==> src/rtl/serial_sync_ctrl.sv <==
// serial_sync_ctrl
// Bit-serial byte aligner. Hunts for SYNC_BYTE at any bit offset, confirms
// SYNC_COUNT aligned copies, then delivers every non-SYNC byte on DATA_OUT
// with a one-cycle VALID_OUT strobe. SYNC bytes seen while active are filler.
//
// Optional feature (macro LOSS_OF_SYNC_EN): after MAX_GAP consecutive
// non-SYNC bytes the link drops back to HUNT. Without the macro, ACTIVE is
// only left through RESET.
//
// state     | meaning
// ----------+--------------------------------------------------------------
// ST_HUNT   | sliding bit-level search for SYNC_BYTE in the shift register
// ST_ALIGN  | byte phase fixed; counting consecutive aligned SYNC bytes
// ST_ACTIVE | locked; delivering payload bytes, SYNC bytes are dropped

module serial_sync_ctrl #(
    parameter logic [7:0]  SYNC_BYTE  = 8'hBC,
    parameter int unsigned SYNC_COUNT = 4,
    parameter int unsigned MAX_GAP    = 16
) (
    input  logic       CLK,
    input  logic       RESET,
    input  logic       DATA_IN,
    output logic [7:0] DATA_OUT,
    output logic       VALID_OUT,
    output logic       ACTIVE
);

    typedef enum logic [1:0] {
        ST_HUNT   = 2'd0,
        ST_ALIGN  = 2'd1,
        ST_ACTIVE = 2'd2
    } state_t;

    localparam logic [3:0] SYNC_TARGET  = 4'(SYNC_COUNT);
    // An all-zero SYNC byte would match the cleared shift register right
    // after reset; only then do we wait for eight real bits before hunting.
    localparam logic       SYNC_IS_ZERO = (SYNC_BYTE == 8'h00);

    state_t     state_q;
    logic [7:0] sr_q;
    logic [7:0] sr_d;
    logic [2:0] bit_cnt_q;
    logic [3:0] sync_cnt_q;
    logic [3:0] sync_cnt_d;
    logic [3:0] fill_q;
    logic [7:0] data_q;
    logic       valid_q;
    logic       active_q;

    logic       sr_match;
    logic       boundary;
    logic       hunt_hit;
    logic       gap_hit;

    assign sr_d       = {sr_q[6:0], DATA_IN};
    assign sync_cnt_d = sync_cnt_q + 4'd1;
    assign sr_match   = (sr_q == SYNC_BYTE);
    assign boundary   = (bit_cnt_q == 3'd0);
    assign hunt_hit   = sr_match && (!SYNC_IS_ZERO || fill_q[3]);

`ifdef LOSS_OF_SYNC_EN
    localparam logic [7:0] GAP_TARGET = 8'(MAX_GAP);

    logic [7:0] gap_cnt_q;
    logic [7:0] gap_cnt_d;

    assign gap_cnt_d = gap_cnt_q + 8'd1;
    assign gap_hit   = (gap_cnt_d == GAP_TARGET);

    // Run length of payload bytes since the last SYNC byte while active.
    always_ff @(posedge CLK or posedge RESET) begin
        if (RESET) begin
            gap_cnt_q <= '0;
        end else if (state_q == ST_ACTIVE && boundary) begin
            if (sr_match || gap_hit) begin
                gap_cnt_q <= '0;
            end else begin
                gap_cnt_q <= gap_cnt_d;
            end
        end
    end
`else
    assign gap_hit = 1'b0;
`endif

    // Alignment FSM with shift register, byte-phase counters and registered outputs.
    always_ff @(posedge CLK or posedge RESET) begin
        if (RESET) begin
            state_q    <= ST_HUNT;
            sr_q       <= '0;
            bit_cnt_q  <= '0;
            sync_cnt_q <= '0;
            fill_q     <= '0;
            data_q     <= '0;
            valid_q    <= 1'b0;
            active_q   <= 1'b0;
        end else begin
            sr_q    <= sr_d;
            valid_q <= 1'b0;
            if (!fill_q[3]) begin
                fill_q <= fill_q + 4'd1;
            end
            case (state_q)
                ST_HUNT: begin
                    if (hunt_hit) begin
                        // the matching byte is the first of the run; the
                        // next byte boundary is eight cycles away
                        bit_cnt_q  <= 3'd1;
                        sync_cnt_q <= 4'd1;
                        if (SYNC_TARGET == 4'd1) begin
                            state_q  <= ST_ACTIVE;
                            active_q <= 1'b1;
                        end else begin
                            state_q <= ST_ALIGN;
                        end
                    end
                end
                ST_ALIGN: begin
                    bit_cnt_q <= bit_cnt_q + 3'd1;
                    if (boundary) begin
                        if (sr_match) begin
                            sync_cnt_q <= sync_cnt_d;
                            if (sync_cnt_d == SYNC_TARGET) begin
                                state_q  <= ST_ACTIVE;
                                active_q <= 1'b1;
                            end
                        end else begin
                            state_q    <= ST_HUNT;
                            sync_cnt_q <= '0;
                        end
                    end
                end
                ST_ACTIVE: begin
                    bit_cnt_q <= bit_cnt_q + 3'd1;
                    if (boundary && !sr_match) begin
                        data_q  <= sr_q;
                        valid_q <= 1'b1;
                        // the byte that exhausts the gap budget is still delivered
                        if (gap_hit) begin
                            state_q    <= ST_HUNT;
                            active_q   <= 1'b0;
                            sync_cnt_q <= '0;
                        end
                    end
                end
                default: begin
                    state_q  <= ST_HUNT;
                    active_q <= 1'b0;
                end
            endcase
        end
    end

    assign DATA_OUT  = data_q;
    assign VALID_OUT = valid_q;
    assign ACTIVE    = active_q;

endmodule

==> config.mk <==
export PLATFORM = sky130hd
export DESIGN_NAME = serial_sync_ctrl
export DESIGN_NICKNAME = d
export VERILOG_FILES = /design/src/rtl/serial_sync_ctrl.sv
export SDC_FILE = /design/constraint.sdc
export NUM_CORES = 1
export LEC_CHECK = 0
export BUFFER_PORTS_ARGS = -buffer_cell sky130_fd_sc_hd__clkbuf_2
export CORE_MARGIN = 2
export CORE_UTILIZATION = 51
export DETAILED_ROUTE_END_ITERATION = 7
export MAX_ROUTING_LAYER = met4
export PLACE_DENSITY = 0.71
export SLEW_MARGIN = 20
export SYNTH_ARGS = -nofsm -noshare
export SYNTH_HDL_FRONTEND = slang
export SYNTH_SLANG_ARGS = --single-unit
==> constraint.sdc <==
create_clock -name CLK -period 1.8 [get_ports CLK]
set_input_delay 0.54 -clock CLK [delete_from_list [all_inputs] [get_ports CLK]]
set_output_delay 0.54 -clock CLK [all_outputs]
set_load 0.01 [all_outputs]
## After elaboration in Yosys (flattened, before gate mapping)

Cells that the tools add are included.

| word-level totals | value |
|---|---|
| output and inout port bits | 10 |
| flip-flop bits (word level) | 27 |

| cells by class | value |
|---|---|
| reductions and logical operators | 13 |
| multiplexer cells | 17 |
| equality and inequality tests | 9 |
| add/subtract/negate cells | 2 |
| bitwise gates (word level) | 2 |

Operators with widths:

| operator | count |
|---|---|
| $mux W4 | 3 |
| $eq A8 B8 Y1 const B | 1 |
| $mux W2 | 4 |
| $ne A2 B2 Y1 const B | 4 |
| $pmux W4 S2 | 1 |
| $reduce_and A4 Y1 | 2 |
| $pmux W2 S3 | 1 |
| $pmux W3 S2 | 1 |
| $mux W1 | 5 |
| $add A4 B1 Y4 const B | 1 |
| $eq A4 B3 Y1 const B | 1 |
| $reduce_and A2 Y1 | 2 |
| $reduce_bool A2 Y1 | 2 |
| $reduce_or A2 Y1 | 2 |
| $add A3 B1 Y3 const B | 1 |
| $logic_not A3 Y1 | 1 |
| $mux W3 | 1 |
| $ne A3 B3 Y1 const B | 1 |
| $reduce_and A3 Y1 | 1 |
| $eq A2 B1 Y1 const B | 1 |
| $eq A2 B2 Y1 const B | 1 |
| $logic_not A2 Y1 | 1 |
| $not A1 Y1 | 2 |
| $pmux W1 S2 | 1 |
| other kinds (2) | 2 |

## Depth between registers and ports, before layout

Gate-level depths: netlist of run 1.

| logic depth | value |
|---|---|
| depth in word-level cells | 6 |
| mapped depth | 6 |
| mapped depth without buffers | 6 |

## Least setup slack after synthesis of run 1

Ideal clock, no wire load.

| timing | value |
|---|---|
| path kind | flip-flop to flip-flop |
| start | register state_q[1] |
| end | register state_q[0] |
| stages on the path, launching flop included | 7 |
| setup slack | 50 ps |
| buffers on the path | 0 |
| data arrival time | 1,622 ps |
| setup time | 128 ps |
| clock period less this slack | 1,750 ps |
| cell sequence | dfrtp_1 > inv_1 > ha_1 > inv_1 > or3_4 > o211ai_2 > mux2_1 |

| between the ends | value |
|---|---|
| longest elaborated chain between the ends | 3 |
| elaborated cells on any way between the ends | 9 |
| those cells by class | 5 x eq/ne; 1 x mux; 1 x bitwise; 2 x reduce/logical |

RTL lines:

| what | RTL line | text |
|---|---|---|
| start, declared | 40 | `state_t state_q;` |
| start signal, assigned | 90 | `state_q <= ST_HUNT;` |
| start signal, assigned | 112 | `state_q <= ST_ACTIVE;` |
| start signal, assigned | 115 | `state_q <= ST_ALIGN;` |
| $eq A2 B1 Y1, or another cell as far along | 104 | `case (state_q)` |
| $ne A3 B3 Y1 (no line), or another cell as far along | -- |  |
| $reduce_and A4 Y1 (no line) | -- |  |

Several ways; a longest one is shown, not always the timed one.
A chain may end at the register's enable or synchronous reset.

## Worst setup path after layout of run 1

Same ends and word-level chain as after synthesis.

==> metrics, run 1 <==
Fin Clk Skew 0.00107 ns; critical path fanouts, max 4; fmax 579 MHz; syn_area_per_cell 13.2 um^2; min Tclk post-route 1.73 ns; htree depth 1; WS Path Type reg -> reg; routed vias/inst 5.48; root buffer cell clkbuf_4; final setup margin 0.0730 ns; IO Pins 13; Min Hold Slack 0.232 ns; CTS clk-pin slew, worst paths 0.14 ns; Worst path most repeated cell inv_1; Hold Vio Cnt, Final 0; initial core utilization 55.2%; Mapped Nets 105; HP Class in -> async; Slew HR 76.7%; Max-Cap Viols 0; via count 789; warnings from Yosys 0; largest stage delay on the critical path 0.43 ns; count of input and output buffers 12; most common cell after layout, fill and taps aside dfrtp_1; crit path launch type flip-flop; Core Area 2250 um^2; largest net degree at the start of global routing 28; Setup-failing EPs final 0; Max clock buf depth 2; initial DRC count 12; number of remaining DRC errors 0; TritonCTS clock tree yes; TritonCTS Buffers 3; Final Slew Violations 0; NumNets Final 128; design area 1420 um^2; grt ovf 0; Die Ht 53.4 um; Area after DPL 1370 um^2; layout cell share with drive strength beyond 1 26.7%; power share of the clock group 17.8%; CP delay by family, top flip-flops; Seq/Total Area, Yosys 54.3%; Place WS 0.0811 ns; Inst Count DP 138; ant diodes 0; area of the multi-input gates 547 um^2; TritonRoute pass-1 iters 4; GP Congestion 0.933; Async SR Flop Fraction 100%; Tcrit/Tclk final 95.9%; final WL 2.04 mm; Die W 53.4 um; Finished Layout Cells 144; Sequential cell area 677 um^2; worst path required time 2.02 ns; HPWL after DPL 1.53 mm; Slew @ Worst Pin 0.350 ns; Critical Path AT 1.94 ns; leakage 0.717 nW; worst-skew pair later-pin latency 0.31 ns; GRT Resource Usage Total 18.1%; P_int 0.951 mW; count of cell types in the netlist 31; row count 17; NetSw 0.470 mW; Post-Syn Instances 94; power density cells 1000 nW/um^2; CP Cell Sequence inv_1 > ha_2 > inv_1 > or3_4 > o211ai_2 > mux2_4; total clock sinks 27; outcome complete, no violations; Synth Register Bits 27; Routed Antenna Nets 0; first-pass GRT wire length 3.57 mm; switching share of power 33.1%; Layout area overhead 14.2%; VDD IR-drop max 0.000608 V; main flop type after synthesis dfrtp_1; CP max-delay cell dfrtp_1; number of flops mapped to enable cells by yosys 0; post-layout util 63.0%; fill count 200; Post-Syn Area 1240 um^2; Wirelength per Cell 14.1 um; vias in the first global route 765; most frequent cells in the layout 26 x dfrtp_1, 12 x clkbuf_2, 8 x mux2_1; Worst Setup End Kind flip-flop; Combinational Power Share 32.1%; antenna violations before repair 0; Buf/Inv on CP 2; die area 2850 um^2; Seq pwr share 50.1%
==> sequential cells by signal, summed over array words and instances (netlist names) <==
name        cells
ACTIVE          1
bit_cnt_q       3
sync_cnt_q      4
sr_q            8
state_q         2
DATA_OUT        8
VALID_OUT       1
==> repair_timing <==
action                     4_1_cts  5_1_grt
resized for setup                0        3
setup endpoints to repair        0        1
hold buffers                     0        0
setup buffers                    0        2
==> metrics by stage <==
stage	TNS, ns	total power [mW]
6_report	0	1.42
3_3_place_gp	0	1.13
4_1_cts	0	1.40
2_1_floorplan	0	1.04
3_5_place_dp	0	1.15
5_1_grt	-0.0189	1.53
==> logic make-up (layout without fill, tap and decap cells) <==
family / count (synthesis) / in the layout / share of synthesized area, %
and+or+nand+nor: 23 / 23 / 13.8
adders and majority gates: 8 / 8 / 8.05
DFF: 27 / 27 / 54.3
AOI/OAI and AO/OA: 19 / 19 / 12.7
buffers and inverters: 7 / 29 / 2.21
muxes: 10 / 10 / 8.95
==> worst min-delay path, stage by stage <==
cell,delay [ns]
clkbuf_2,0.08
inv_1,0.04
buf_4,0.31
==> power by group through the flow <==
| stage | registers, mW | logic [mW] | clock network, mW |
|---|---|---|---|
| after floorplan | 0.714 | 0.326 | 0 |
| after global placement | 0.721 | 0.405 | 0 |
| after detailed placement | 0.724 | 0.428 | 0 |
| after CTS | 0.714 | 0.428 | 0.261 |
| after global routing | 0.720 | 0.520 | 0.290 |
| final | 0.713 | 0.456 | 0.252 |
==> cell type report <==
class                   instances  area share (%)
flip-flops and latches         27            47.7
multi-input cells              60            38.5
repair buffers                 19            7.93
well taps                      28            2.47
clock buffers                   4            1.85
inverters                       6            1.59
==> cells in the mapped netlist, drive strengths merged (2+ instances only) <==
library cell   n  area [um^2]
inv            6         22.5
ha             8          100
nand3          2         10.0
dfrtp         27          676
nor2b          3         18.8
a21oi          4         20.0
nand4b         2         32.5
nor2           2         7.51
nand2b         2         12.5
a41oi          2         17.5
nand3b         2         15.0
nand2          3         11.3
nand4bb        2         22.5
mux2           9          101
o2bb2ai        3         26.3
a31oi          3         18.8
==> metal layers <==
layer  vias up  part of all wire [%]  GRT usage (%)  wire, um
met2        12                    49           27.8       995
met1       389                    47           23.6       964
met4         0                   1.1           7.69        22
met5         -                     0              -         0
li1        386                     -              -         -
met3         2                   2.7           3.39        54
==> path summary, 6_finish.rpt <==
kind	startpoint	end	slack [ns]	cells past startpoint
setup / recovery	state_q[1]	state_q[0]	0.07	6
hold / removal	RESET	sr_q[2]	0.23	3
setup reg to reg	state_q[1]	state_q[0]	0.07	6
hold reg to reg	sr_q[3]	sr_q[4]	0.42	0
max in group asynchronous	RESET	sync_cnt_q[1]	1.30	3
min in group CLK	DATA_IN	sr_q[0]	0.33	1
Power figures use the tool's default switching activity.
==> run 2, diff against run 1 <==
BUFFER_PORTS_ARGS = not set   (was -buffer_cell sky130_fd_sc_hd__clkbuf_2)
CORE_UTILIZATION = 54   (was 51)
DONT_BUFFER_PORTS = 1   (was not set)
PLACE_DENSITY = 0.7   (was 0.71)
SKIP_LAST_GASP = 1   (was not set)
==> metrics, run 2 (synthesis results as in run 1) <==
final setup margin 0.0409 ns (-0.0322 ns); RSZ-0062 raised after global routing no; Core Area 2190 um^2 (-2.8%); Hold Vio Cnt, Final 0 (unchanged); outcome complete, no violations; Fin Clk Skew 0.00108 ns (+0.0000135 ns); total clock sinks 27 (unchanged); Layout area overhead 8.65%; grt ovf 0 (unchanged); row count 17 (unchanged); Max-Cap Viols 0 (unchanged); first-pass GRT wire length 3.44 mm (-3.9%); die area 2700 um^2 (-5.1%); NumNets Final 115 (-10%); final WL 2.03 mm (-0.44%); HPWL after DPL 1.43 mm (-6.5%); GP Congestion 0.773 (-17%); Die Ht 52.0 um (-2.6%); WS Path Type reg -> reg; TritonRoute pass-1 iters 4 (unchanged); most common cell after layout, fill and taps aside dfrtp_1; antenna violations before repair 0 (unchanged); critical path fanouts, max 5 (+1); leakage 0.655 nW (-8.7%); most frequent cells in the layout 27 x dfrtp_1, 9 x mux2_1, 7 x ha_1; Tcrit/Tclk final 97.7% (+1.8 points); fmax 568 MHz (-1.8%); Slew HR 75.9% (-0.81 points); routed vias/inst 5.87 (+7.1%); TritonCTS Buffers 3 (unchanged); Routed Antenna Nets 0 (unchanged); CTS clk-pin slew, worst paths 0.15 ns (about the same); layout cell share with drive strength beyond 1 17.5% (-9.2 points); Worst Setup End Kind flip-flop; Slew @ Worst Pin 0.362 ns (+0.0122 ns); HP Class in -> async; largest net degree at the start of global routing 28 (unchanged); Wirelength per Cell 15.5 um (+9.4%); GRT Resource Usage Total 18.1% (-0.070 points); crit path launch type flip-flop; Die W 52.0 um (-2.6%); min Tclk post-route 1.76 ns (+0.0322 ns); Critical Path AT 1.99 ns (+0.05 ns); Place WS 0.0293 ns (-0.0518 ns); power density cells 1050 nW/um^2 (+5.1%); number of remaining DRC errors 0 (unchanged); IO Pins 13 (unchanged); worst-skew pair later-pin latency 0.33 ns (+0.02 ns); vias in the first global route 787 (+2.9%); htree depth 1 (unchanged); Final Slew Violations 0 (unchanged); via count 769 (-2.5%); count of input and output buffers 0 (-12); worst path required time 2.03 ns (about the same); root buffer cell clkbuf_4; initial DRC count 5 (-7); initial core utilization 56.8% (+1.6 points); TritonCTS clock tree yes; Post-Route Setup TNS 0 ns (unchanged); VDD IR-drop max 0.000857 V (+41%); Max clock buf depth 2 (unchanged); ant diodes 0 (unchanged); Setup-failing EPs final 0 (unchanged)
-- run 2: metrics by stage --
stage	std cells	area [um^2]	utilization (%)	power, mW	hold WS (ns)
after CTS	130	1340	61.2	1.41	0.136
after global placement	126	1310	59.9	1.13	0.373
after detailed placement	126	1310	59.9	1.15	0.382
after global routing	131	1350	61.7	1.51	0.148
after floorplan	94	1240	-	1.04	0.363
final	131	1350	61.7	1.42	0.126
-- run 2: routing by layer --
| metal | wire length (um) | GRT usage, % | share of wire, % |
|---|---|---|---|
| met1 | 934 | 22.0 | 46 |
| met2 | 1000 | 29.3 | 49 |
| met3 | 55 | 3.45 | 2.7 |
| met4 | 37 | 7.89 | 1.8 |
| met5 | 0 | - | 0 |
-- run 2: worst paths after layout --
check / from / end / slack, ns / cells past startpoint
min in group CLK: DATA_IN / sr_q[0] / 0.22 / 0
max reg2reg: state_q[1] / state_q[0] / 0.04 / 6
min reg2reg: sr_q[1] / sr_q[2] / 0.42 / 0
max in group asynchronous: RESET / VALID_OUT / 1.43 / 2
max: state_q[1] / state_q[0] / 0.04 / 6
min: RESET / DATA_OUT[0] / 0.13 / 2
-- run 2: what timing repair did --
item | CTS | global route
setup buffers | 0 | 1
gates resized for setup | 0 | 2
hold buffers | 0 | 0
setup endpoints to repair | 0 | 1
-- run 2: critical path, stage by stage (launching register included) --
cell and delay [ns]:
dfrtp_1 0.44, inv_2 0.07, ha_2 0.17, inv_1 0.06
or3_4 0.41, o211ai_2 0.18, mux2_1 0.33
-- run 2: cell type report --
class                   instances  area [um^2]
clock buffers                   3         22.5
clock inverters                 1         7.51
fillers                       180          840
inverters                       6         22.5
multi-input cells              60          543
flip-flops and latches         27          676
well taps                      28         35.0
repair buffers                  6         45.0
-- run 2: power by group --
| group | leakage (nW) | internal (mW) | switching [mW] | total [mW] |
|---|---|---|---|---|
| combinational | 0.290 | 0.178 | 0.258 | 0.436 |
| clock | 0.0139 | 0.0851 | 0.186 | 0.272 |
| sequential | 0.351 | 0.663 | 0.0511 | 0.714 |
| total | 0.655 | 0.926 | 0.496 | 1.42 |
